## config.mk

```make
export PLATFORM = sky130hd
export DESIGN_NAME = manchester_tx_scheduler
export DESIGN_NICKNAME = d
export VERILOG_FILES = /design/src/rtl/manchester_tx_scheduler.sv
export SDC_FILE = /design/constraint.sdc
export NUM_CORES = 1
export LEC_CHECK = 0
export BUFFER_PORTS_ARGS = -buffer_cell sky130_fd_sc_hd__buf_4
export CORE_UTILIZATION = 45
export DETAILED_ROUTE_END_ITERATION = 10
export HOLD_SLACK_MARGIN = 0.15
export PLACE_DENSITY = 0.77
export SLEW_MARGIN = 40
export SYNTH_ARGS = -nofsm -noshare
export SYNTH_HDL_FRONTEND = slang
export SYNTH_SLANG_ARGS = --single-unit
```

## constraint.sdc

```tcl
create_clock -name clk -period 2.5 [get_ports clk]
set_clock_uncertainty 0.2 [all_clocks]
set_input_delay 0.625 -clock clk [delete_from_list [all_inputs] [get_ports clk]]
set_output_delay 0.625 -clock clk [all_outputs]
set_load 0.1 [all_outputs]
```

## src/rtl/manchester_tx_scheduler.sv

```systemverilog
// Round-robin scheduler that frames byte packets from NUM_REQ sources onto one Manchester encoder.
// Define MANCH_SCHED_CRC8_EN to append a CRC-8 (poly 0x07) byte after each frame's payload.
module manchester_tx_scheduler #(
  parameter int NUM_REQ      = 4,
  parameter int PREAMBLE_LEN = 2,
  parameter int MAX_LEN      = 64,
  parameter int GAP_CYCLES   = 16
) (
  input  logic                 clk,
  input  logic                 rst,
  input  logic [NUM_REQ-1:0]   req_valid,
  input  logic [8*NUM_REQ-1:0] req_data,
  input  logic [NUM_REQ-1:0]   req_last,
  output logic [NUM_REQ-1:0]   req_ready,
  output logic                 enc_valid,
  output logic [7:0]           enc_data,
  input  logic                 enc_ready,
  output logic [2:0]           grant_id,
  output logic                 busy,
  output logic                 frame_done,
  output logic                 trunc
);

`ifdef MANCH_SCHED_CRC8_EN
  typedef enum logic [2:0] {S_IDLE, S_PREAMBLE, S_SFD, S_PAYLOAD, S_CRC, S_GAP} state_t;
`else
  typedef enum logic [2:0] {S_IDLE, S_PREAMBLE, S_SFD, S_PAYLOAD, S_GAP} state_t;
`endif

  localparam logic [7:0] PRE_LAST = 8'(PREAMBLE_LEN - 1);
  localparam logic [7:0] LEN_LAST = 8'(MAX_LEN - 1);
  localparam logic [7:0] GAP_LAST = 8'(GAP_CYCLES - 1);
  localparam logic [2:0] REQ_LAST = 3'(NUM_REQ - 1);

  state_t     state_q, state_d;
  logic [2:0] grant_q, grant_d;
  logic [2:0] ptr_q, ptr_d;
  logic [7:0] cnt_q, cnt_d;
  logic       win_found;
  logic [2:0] win_id;
  logic       g_valid, g_last;
  logic [7:0] g_data;

`ifdef MANCH_SCHED_CRC8_EN
  logic [7:0] crc_q, crc_d;

  function automatic logic [7:0] crc8_step(input logic [7:0] crc, input logic [7:0] data);
    logic [7:0] c;
    c = crc ^ data;
    for (int b = 0; b < 8; b++) begin
      c = c[7] ? ({c[6:0], 1'b0} ^ 8'h07) : {c[6:0], 1'b0};
    end
    return c;
  endfunction
`endif

  // First requesting index at or after the round-robin pointer wins.
  always_comb begin
    win_found = 1'b0;
    win_id    = 3'd0;
    for (int k = 0; k < NUM_REQ; k++) begin
      for (int i = 0; i < NUM_REQ; i++) begin
        if (!win_found && (i == (int'(ptr_q) + k) % NUM_REQ) && req_valid[i]) begin
          win_found = 1'b1;
          win_id    = 3'(i);
        end
      end
    end
  end

  always_comb begin
    g_valid = 1'b0;
    g_last  = 1'b0;
    g_data  = 8'h00;
    for (int i = 0; i < NUM_REQ; i++) begin
      if (grant_q == 3'(i)) begin
        g_valid = req_valid[i];
        g_last  = req_last[i];
        g_data  = req_data[8*i +: 8];
      end
    end
  end

  always_comb begin
    state_d    = state_q;
    grant_d    = grant_q;
    ptr_d      = ptr_q;
    cnt_d      = cnt_q;
    enc_valid  = 1'b0;
    enc_data   = 8'h00;
    req_ready  = '0;
    frame_done = 1'b0;
    trunc      = 1'b0;
    case (state_q)
      S_IDLE: begin
        if (win_found) begin
          grant_d = win_id;
          ptr_d   = (win_id == REQ_LAST) ? 3'd0 : win_id + 3'd1;
          cnt_d   = 8'd0;
          state_d = S_PREAMBLE;
        end
      end
      S_PREAMBLE: begin
        enc_valid = 1'b1;
        enc_data  = 8'h55;
        if (enc_ready) begin
          if (cnt_q == PRE_LAST) begin
            cnt_d   = 8'd0;
            state_d = S_SFD;
          end else begin
            cnt_d = cnt_q + 8'd1;
          end
        end
      end
      S_SFD: begin
        enc_valid = 1'b1;
        enc_data  = 8'hD5;
        if (enc_ready) begin
          cnt_d   = 8'd0;
          state_d = S_PAYLOAD;
        end
      end
      S_PAYLOAD: begin
        enc_valid = g_valid;
        enc_data  = g_data;
        for (int i = 0; i < NUM_REQ; i++) begin
          req_ready[i] = (grant_q == 3'(i)) && enc_ready;
        end
        if (g_valid && enc_ready) begin
          if (g_last || cnt_q == LEN_LAST) begin
            // A truncated frame ends exactly like a normal one; the remainder re-arbitrates later.
            trunc = !g_last;
            cnt_d = 8'd0;
`ifdef MANCH_SCHED_CRC8_EN
            state_d = S_CRC;
`else
            frame_done = 1'b1;
            state_d    = S_GAP;
`endif
          end else begin
            cnt_d = cnt_q + 8'd1;
          end
        end
      end
`ifdef MANCH_SCHED_CRC8_EN
      S_CRC: begin
        enc_valid = 1'b1;
        enc_data  = crc_q;
        if (enc_ready) begin
          frame_done = 1'b1;
          cnt_d      = 8'd0;
          state_d    = S_GAP;
        end
      end
`endif
      S_GAP: begin
        if (cnt_q == GAP_LAST) begin
          cnt_d   = 8'd0;
          state_d = S_IDLE;
        end else begin
          cnt_d = cnt_q + 8'd1;
        end
      end
      default: begin
        state_d = S_IDLE;
        cnt_d   = 8'd0;
      end
    endcase
  end

`ifdef MANCH_SCHED_CRC8_EN
  always_comb begin
    crc_d = crc_q;
    if (state_q == S_IDLE && win_found) begin
      crc_d = 8'h00;
    end else if (state_q == S_PAYLOAD && g_valid && enc_ready) begin
      crc_d = crc8_step(crc_q, g_data);
    end else begin
      crc_d = crc_q;
    end
  end

  always_ff @(posedge clk) begin
    if (rst) begin
      crc_q <= 8'h00;
    end else begin
      crc_q <= crc_d;
    end
  end
`endif

  always_ff @(posedge clk) begin
    if (rst) begin
      state_q <= S_IDLE;
      grant_q <= 3'd0;
      ptr_q   <= 3'd0;
      cnt_q   <= 8'd0;
    end else begin
      state_q <= state_d;
      grant_q <= grant_d;
      ptr_q   <= ptr_d;
      cnt_q   <= cnt_d;
    end
  end

  assign grant_id = grant_q;
  assign busy     = (state_q != S_IDLE);

endmodule
```

After elaboration in Yosys (flattened, before gate mapping)
Index checks and enable logic that the tools add are counted.
- register bits: 16
- input port bits: 43
- output and inout bits: 19
- logic and storage cells: 178
- add/subtract/negate cells: 5
- equality and inequality tests: 30
- mux-type cells: 69
- bitwise gates (word level): 3
- reductions and logical operators: 67
- operator list (cell ; number):
    zero test 32 bit ; 4
    2-to-1 mux 8 bit ; 11
    2-to-1 mux 3 bit ; 21
    one-hot mux 8 bit (5 select lines) ; 1
    logical AND 1 bit ; 36
    2-to-1 mux 1 bit ; 31
    one-hot mux 8 bit (3 select lines) ; 1
    == test 3 bit, first input constant ; 6
    zero test 1 bit ; 16
    == test 3 x 2 -> 1 bit, second input constant ; 5
    one-hot mux 3 bit (5 select lines) ; 1
    inequality test 2 bit, second input constant ; 7
    == test 2 x 3 -> 1 bit, first input constant ; 3
    adder 8 x 1 -> 8 bit, second input constant ; 1
    == test 8 x 1 -> 1 bit, second input constant ; 1
    == test 8 x 4 -> 1 bit, second input constant ; 1
    == test 8 x 6 -> 1 bit, second input constant ; 1
    OR reduction 2 bit ; 4
    AND reduction 7 bit ; 1
    == test 3 x 1 -> 1 bit, second input constant ; 2
    zero test 3 bit ; 2
    adder 2 x 1 -> 2 bit, second input constant ; 2
    adder 2 bit, second input constant ; 2
    == test 2 bit, first input constant ; 2
    other kinds (10) ; 12

Logic depth before layout (Yosys ltp)
Gate-level depths: netlist (run 1).
- depth in word-level cells: 65
- depth in mapped cells: 8
- mapped depth without buffers: 7

Least setup slack after synthesis (run 1)
Ideal clock, no wire load.
- kind: register to output
- start: reg grant_q[0] (netlist: grant_id[0])
- end: out req_ready[0]
- data arrival time: 4.134 ns
- data required time: 1.675 ns
- slack: -2.459 ns
- stages on the path, launching flop included: 4
- buffers on the path: 2
- cell sequence: dfxtp_1 buf_6 clkbuf_1 nor4_1
- longest elaborated chain between the ends: 3
- RTL lines (item ; line ; RTL):
    from (decl) ; 36 ; logic [2:0] grant_q, grant_d;
    from (signal assigned) ; 200 ; grant_q <= grant_d;
    zero test 3 bit ; 127 ; req_ready[i] = (grant_q == 3'(i)) && enc_ready;
    logical AND 1 bit ; 127 ;
    2-to-1 mux 4 bit ; 94 ; case (state_q)
    to (decl) ; 14 ; output logic [NUM_REQ-1:0] req_ready,
No other way between the ends.

Worst setup path in the final report (run 1)
- start: reg grant_q[0] (netlist: grant_id[0])
- end: out enc_valid
- longest elaborated chain between the ends: 6
- elaborated cells on any way between the ends: 9
- those cells by class: 3 x eq/ne; 5 x mux; 1 x reduce/logical
- RTL lines (item ; line ; RTL):
    zero test 3 bit ; 76 ; if (grant_q == 3'(i)) begin
    2-to-1 mux 1 bit (3 in a row) ; 76 ;
    2-to-1 mux 1 bit * ; 76 ;
    one-hot mux 1 bit (2 select lines) * ; 94 ;
    to (decl) ; 15 ; output logic enc_valid,
Every way passes the cells marked *; elsewhere a longest branch is shown, timed or not.

==> results.sh, run 1 <==
export IMPL_min_period_over_period_pct=106.4
export IMPL_htreeDepth=1
export IMPL_grt_pass1_vias=1743
export IMPL_insertion_delay_ns=0.30
export IMPL_violations="setup timing"
export IMPL_postSynthAreaPerCell_um2=8.270
export IMPL_max_cap_viol_count=0
export IMPL_synth_distinct_cells=43
export IMPL_die_h_um=56.90
export IMPL_start_kind="register"
export IMPL_core_um2=2805
export IMPL_synthArstFlopShare_pct=0
export IMPL_syn_num_nets=209
export IMPL_wirelength_um=5384
export IMPL_nets=294
export IMPL_area_growth_pct=81.92
export IMPL_pre_cts_ws_ns=-0.1691
export IMPL_setup_viol=9
export IMPL_drive_gt1_share_pct=60.08
export IMPL_nFillCells=130
export IMPL_synth_most_common_cell="nor2_1"
export IMPL_arrival_ns=1.84
export IMPL_dpl_hpwl_um=3320
export IMPL_die_area_um2=3238
export IMPL_r2r_cells=8
export IMPL_first_iter_violations=104
export IMPL_slew_violations=0
export IMPL_cts_path_max_buffers=2
export IMPL_final_area_um2=2467
export IMPL_wl_per_cell_um=19.30
export IMPL_grt_overflow=0
export IMPL_cp_startpoint="grant_id[0]"
export IMPL_rows=19
export IMPL_cts_tree="yes"
export IMPL_clock_sink_count=15
export IMPL_ir_worst_vdd_uv=935.2
export IMPL_r2r_end="state_q[1]"
export IMPL_yosysTopAreaCell="dfxtp_1"
export IMPL_hold_slack_ns=0.3475
export IMPL_fmax_mhz=375.8
export IMPL_cp_endpoint="enc_valid"
export IMPL_grt_max_degree=22
export IMPL_ant_nets=0
export IMPL_power_density_nw_per_um2=1192
export IMPL_status="finished, violations left"
export IMPL_synth_area_leaders="dfxtp_1 22%, mux4_2 17%, a21oi_1 5.9%"
export IMPL_synth_top_area_share_pct=22.14
export IMPL_drtPass1Iterations=4
export IMPL_power_share_combinational_pct=80.7
export IMPL_synthTopCellsByCount="18 x nor2_1, 16 x a21oi_1, 15 x dfxtp_1"
export IMPL_critical_path_class="register to output port"
export IMPL_place_congestion=0.8321
export IMPL_cp_required_ns=1.67
export IMPL_drc=0
export IMPL_n_antenna_cell=0
export IMPL_vias=1724
export IMPL_final_util_pct=87.96
export IMPL_clkPwrFrac_pct=5.0
export IMPL_antenna_found_initial=0
export IMPL_start_util_pct=48.35
export IMPL_cts_buffers=3
export IMPL_end_kind="output port"
export IMPL_ys_warn_count=0
export IMPL_r2r_slack_ns=0.10
export IMPL_syn_inst=164
export IMPL_min_period_ns=2.661
export IMPL_grt_pass1_wl_um=8390
export IMPL_ys_ff_latch=15
export IMPL_die_w_um=56.90
export IMPL_grt_usage_pct=33.96
export IMPL_io_buffers=60
export IMPL_tightestPinTransition_ns=0.5361
export IMPL_r2r_start="cnt_q[1]"
export IMPL_synth_edff_count=0
export IMPL_swShare_pct=54.26
export IMPL_vias_per_cell=6.179
export IMPL_intPower_mw=1.345
export IMPL_rsz0062_at_grt="true"
export IMPL_setup_ws_ns=-0.1608
export IMPL_cp_max_fo=5
export IMPL_clockRootBuffer="clkbuf_4"
export IMPL_top_level_ports=62
export IMPL_clkTransAtPathRegs_ns=0.09
export IMPL_syn_cell_area_um2=1356
export IMPL_seq_power_share_pct=14.3
export IMPL_min_path_type="register to register"
export IMPL_p_sw_mw=1.596
export IMPL_slew_limit_headroom_pct=64.05
export IMPL_leakagePower_nw=0.9865
export IMPL_hold_viol=0
export IMPL_holdBufCountCts=0
export IMPL_place_area_um2=2082
export IMPL_synth_flop_cell="dfxtp_1"
export IMPL_ys_seq_area_share_pct=22.14
-- how the worst min path moves through the flow --
| stage | from | to | slack, ns | cells past startpoint |
|---|---|---|---|---|
| 3_3_place_gp | cnt_q[5] | cnt_q[5] | 0.32 | 2 |
| 2_1_floorplan | cnt_q[1] | cnt_q[1] | 0.26 | 2 |
| 3_5_place_dp | cnt_q[3] | cnt_q[3] | 0.34 | 2 |
| 4_1_cts | state_q[0] | state_q[0] | 0.35 | 2 |
| 5_1_grt | state_q[1] | state_q[1] | 0.37 | 2 |
| 6_report | state_q[1] | state_q[1] | 0.35 | 2 |
-- metal layers --
metal	up-vias	share of wire, %	GRT usage [%]
met4	0	5.0	13.94
met2	82	54	61.01
li1	777	-	-
met3	26	4.8	6.452
met5	-	0	0
met1	839	36	39.39
-- what timing repair did --
action                     CTS  global route
pin swaps                    2             7
cloned                       0             1
setup endpoints to repair   12            17
resized for setup           55             5
setup buffers                3             7
-- per-stage QoR --
stage	std cells	power (mW)	setup TNS, ns
2_1_floorplan	164	1.883	-1.301
3_3_place_gp	264	2.227	-0.2832
3_5_place_dp	264	2.266	-0.5316
4_1_cts	271	2.712	-0.6301
5_1_grt	279	3.049	-1.422
6_report	279	2.940	-0.8128
-- sequential cells by signal (all words and copies together) (netlist names) --
register / cells
cnt_q: 8
grant_id: 2
ptr_q: 2
state_q: 3
-- cells by family (layout without fill, tap and decap cells) --
logic type               Yosys count  after routing  share of synthesized area, %
multiplexers                      10             10                         16.61
other                              1              1                        0.2765
AO/OA/AOI/OAI                     41             41                         21.59
adder cells (fa/ha/maj)            3              3                         2.583
flip-flops                        15             15                         22.14
AND/OR/NAND/NOR                   73             73                         29.61
buffers and inverters             21            105                         7.196
-- worst max-delay path, stage by stage (launching register included) --
cell and delay (ns):
dfxtp_4 0.40, mux4_2 0.55, or2_1 0.27, nor2b_4 0.14, buf_12 0.17
-- cell type report --
class | count | area (µm²) | share of cell area [%]
repair buffers | 91 | 882.1 | 35.75
multi-input cells | 128 | 1169 | 47.36
well taps | 31 | 38.79 | 1.572
inverters | 10 | 37.54 | 1.521
clock buffers | 4 | 26.28 | 1.065
flip-flops and latches | 15 | 314.1 | 12.73
-- cell usage in the layout (no fill, tap or decap), types with 6 or more instances in the layout --
cell type and instances:
a21oi_1 15, nor2_4 11, nand3b_1 6, mux4_2 10, dfxtp_1 8, nor2_1 6, buf_4 72, inv_1 10
buf_12 13, nand2_1 10
-- power by group through the flow --
stage | clock [mW] | combinational (mW) | sequential [mW]
6_report | 0.148 | 2.37 | 0.420
5_1_grt | 0.161 | 2.46 | 0.430
4_1_cts | 0.146 | 2.15 | 0.416
3_5_place_dp | 0 | 1.85 | 0.415
3_3_place_gp | 0 | 1.82 | 0.408
2_1_floorplan | 0 | 1.44 | 0.442
(Power assumes the default switching activity.)
==> inputs of run 2 (changes only) <==
RECOVER_POWER = 50   (was unset)
==> results.sh, run 2 (same netlist as run 1, synthesis figures left out) <==
export IMPL_leakagePower_nw=0.9823
export IMPL_min_path_type="register to register"
export IMPL_drive_gt1_share_pct=59.68
export IMPL_met2_length_um=2900
export IMPL_io_buffers=60
export IMPL_top_layer_used="met4"
export IMPL_first_iter_violations=112
export IMPL_grt_max_degree=22
export IMPL_cts_tree="yes"
export IMPL_pre_cts_ws_ns=-0.1691
export IMPL_grt_pass1_wl_um=8390
export IMPL_place_congestion=0.8321
export IMPL_clkTransAtPathRegs_ns=0.08
export IMPL_m1WireLength_um=1879
export IMPL_min_period_ns=2.660
export IMPL_wl_per_cell_um=19.27
export IMPL_die_h_um=56.90
export IMPL_vias_per_cell=6.290
export IMPL_clock_sink_count=15
export IMPL_grt_pass1_vias=1743
export IMPL_core_um2=2805
export IMPL_final_common_cell="buf_4"
export IMPL_vias=1755
export IMPL_place_area_um2=2082
export IMPL_top_level_ports=62
export IMPL_clockRootBuffer="clkbuf_4"
export IMPL_largestRegisters="cnt_q (8), state_q (3)"
export IMPL_holdBufCountCts=0
export IMPL_slew_limit_headroom_pct=61.09
export IMPL_final_cell_mix="71 x buf_4, 15 x a21oi_1, 13 x buf_12, 11 x nor2_4"
export IMPL_rsz0062_at_grt="true"
export IMPL_insertion_delay_ns=0.30
export IMPL_power_density_nw_per_um2=1192
export IMPL_violations="setup timing"
export IMPL_die_w_um=56.90
export IMPL_tightestPinTransition_ns=0.5802
export IMPL_htreeDepth=1
export IMPL_max_cap_viol_count=0
export IMPL_path_cells="buf_4 -> mux4_2 -> or2_1 -> nor2b_4 -> buf_12"
export IMPL_status="finished, violations left"
export IMPL_slew_violations=0
export IMPL_ant_nets=0
export IMPL_setup_ws_ns=-0.1601
export IMPL_drc=0
export IMPL_grt_overflow=0
export IMPL_cts_path_max_buffers=2
export IMPL_dpl_hpwl_um=3320
export IMPL_crit_family="multiplexers"
export IMPL_grt_usage_pct=33.96
export IMPL_area_growth_pct=81.64
export IMPL_setup_viol=9
export IMPL_die_area_um2=3238
export IMPL_final_area_um2=2464
export IMPL_ir_worst_vdd_uv=937.9
export IMPL_rows=19
export IMPL_cp_slowest_stage_delay_ns=0.50
export IMPL_cts_buffers=3
export IMPL_antenna_found_initial=0
export IMPL_cp_required_ns=1.67
export IMPL_fmax_mhz=375.9
export IMPL_drtPass1Iterations=5
export IMPL_critical_path_class="primary input to output port"
export IMPL_start_util_pct=48.35
export IMPL_cp_max_fo=2
export IMPL_power_mw=2.937
export IMPL_nets=294
export IMPL_placed_cells=264
export IMPL_end_kind="output port"
export IMPL_min_period_over_period_pct=106.4
export IMPL_worst_path_buf_inv=2
export IMPL_slowest_stage="mux4_2"
export IMPL_n_antenna_cell=0
export IMPL_arrival_ns=1.84
export IMPL_hold_viol=0
export IMPL_dr_wl_met3_um=296
export IMPL_instances_no_fill=279
export IMPL_nFillCells=132
export IMPL_start_kind="primary input"
export IMPL_fin_setup_tns_ns=-0.7730
export IMPL_top_register="cnt_q"
export IMPL_largest_register_ffs=8
export IMPL_wirelength_um=5377
==> run 2: worst min-delay path: stages (launching register included) <==
cell and delay, ns:
dfxtp_2 0.37, o31ai_1 0.08, a21oi_1 0.06
==> run 2: stage by stage <==
stage / util, % / hold slack [ns]
after floorplan: - / 0.2639
after global placement: 74.22 / 0.3193
after detailed placement: 74.22 / 0.3439
after CTS: 83.99 / 0.3509
after global routing: 87.82 / 0.3705
final: 87.82 / 0.3437
==> run 2: final timing paths <==
kind	slack [ns]	cells after the start	startpoint	endpoint
worst min register to register	0.34	2	state_q[1]	state_q[1]
worst max register to register	0.10	8	cnt_q[1]	state_q[1]
worst max-delay path	-0.16	5	req_valid[3]	enc_valid
worst min-delay path	0.34	2	state_q[1]	state_q[1]
==> run 2: power by group <==
part           switching [mW]  total, mW  internal [mW]  leakage [nW]
clock network          0.0851      0.147         0.0622        0.0150
registers               0.115      0.419          0.303         0.126
logic                    1.39       2.37          0.979         0.842
==> run 2: repair_timing <==
action | CTS | global route
endpoints found under the setup margin | 12 | 17
pin swaps | 2 | 7
setup buffers | 3 | 7
resized for setup | 55 | 5
cloned | 0 | 1
==> run 2: layout make-up <==
class | count | area, µm² | share of cell area (%)
multi-input combinational | 128 | 1169 | 47.44
inverter | 10 | 37.54 | 1.524
tap | 31 | 38.79 | 1.574
sequential | 15 | 314.1 | 12.75
timing repair buffer | 91 | 878.3 | 35.65
clock buffer | 4 | 26.28 | 1.067
==> run 2: layer usage <==
| metal | global-route usage (%) | up-vias |
|---|---|---|
| met4 | 13.94 | 0 |
| met2 | 61.01 | 111 |
| met5 | 0 | - |
| li1 | - | 778 |
| met1 | 39.39 | 833 |
| met3 | 6.452 | 33 |
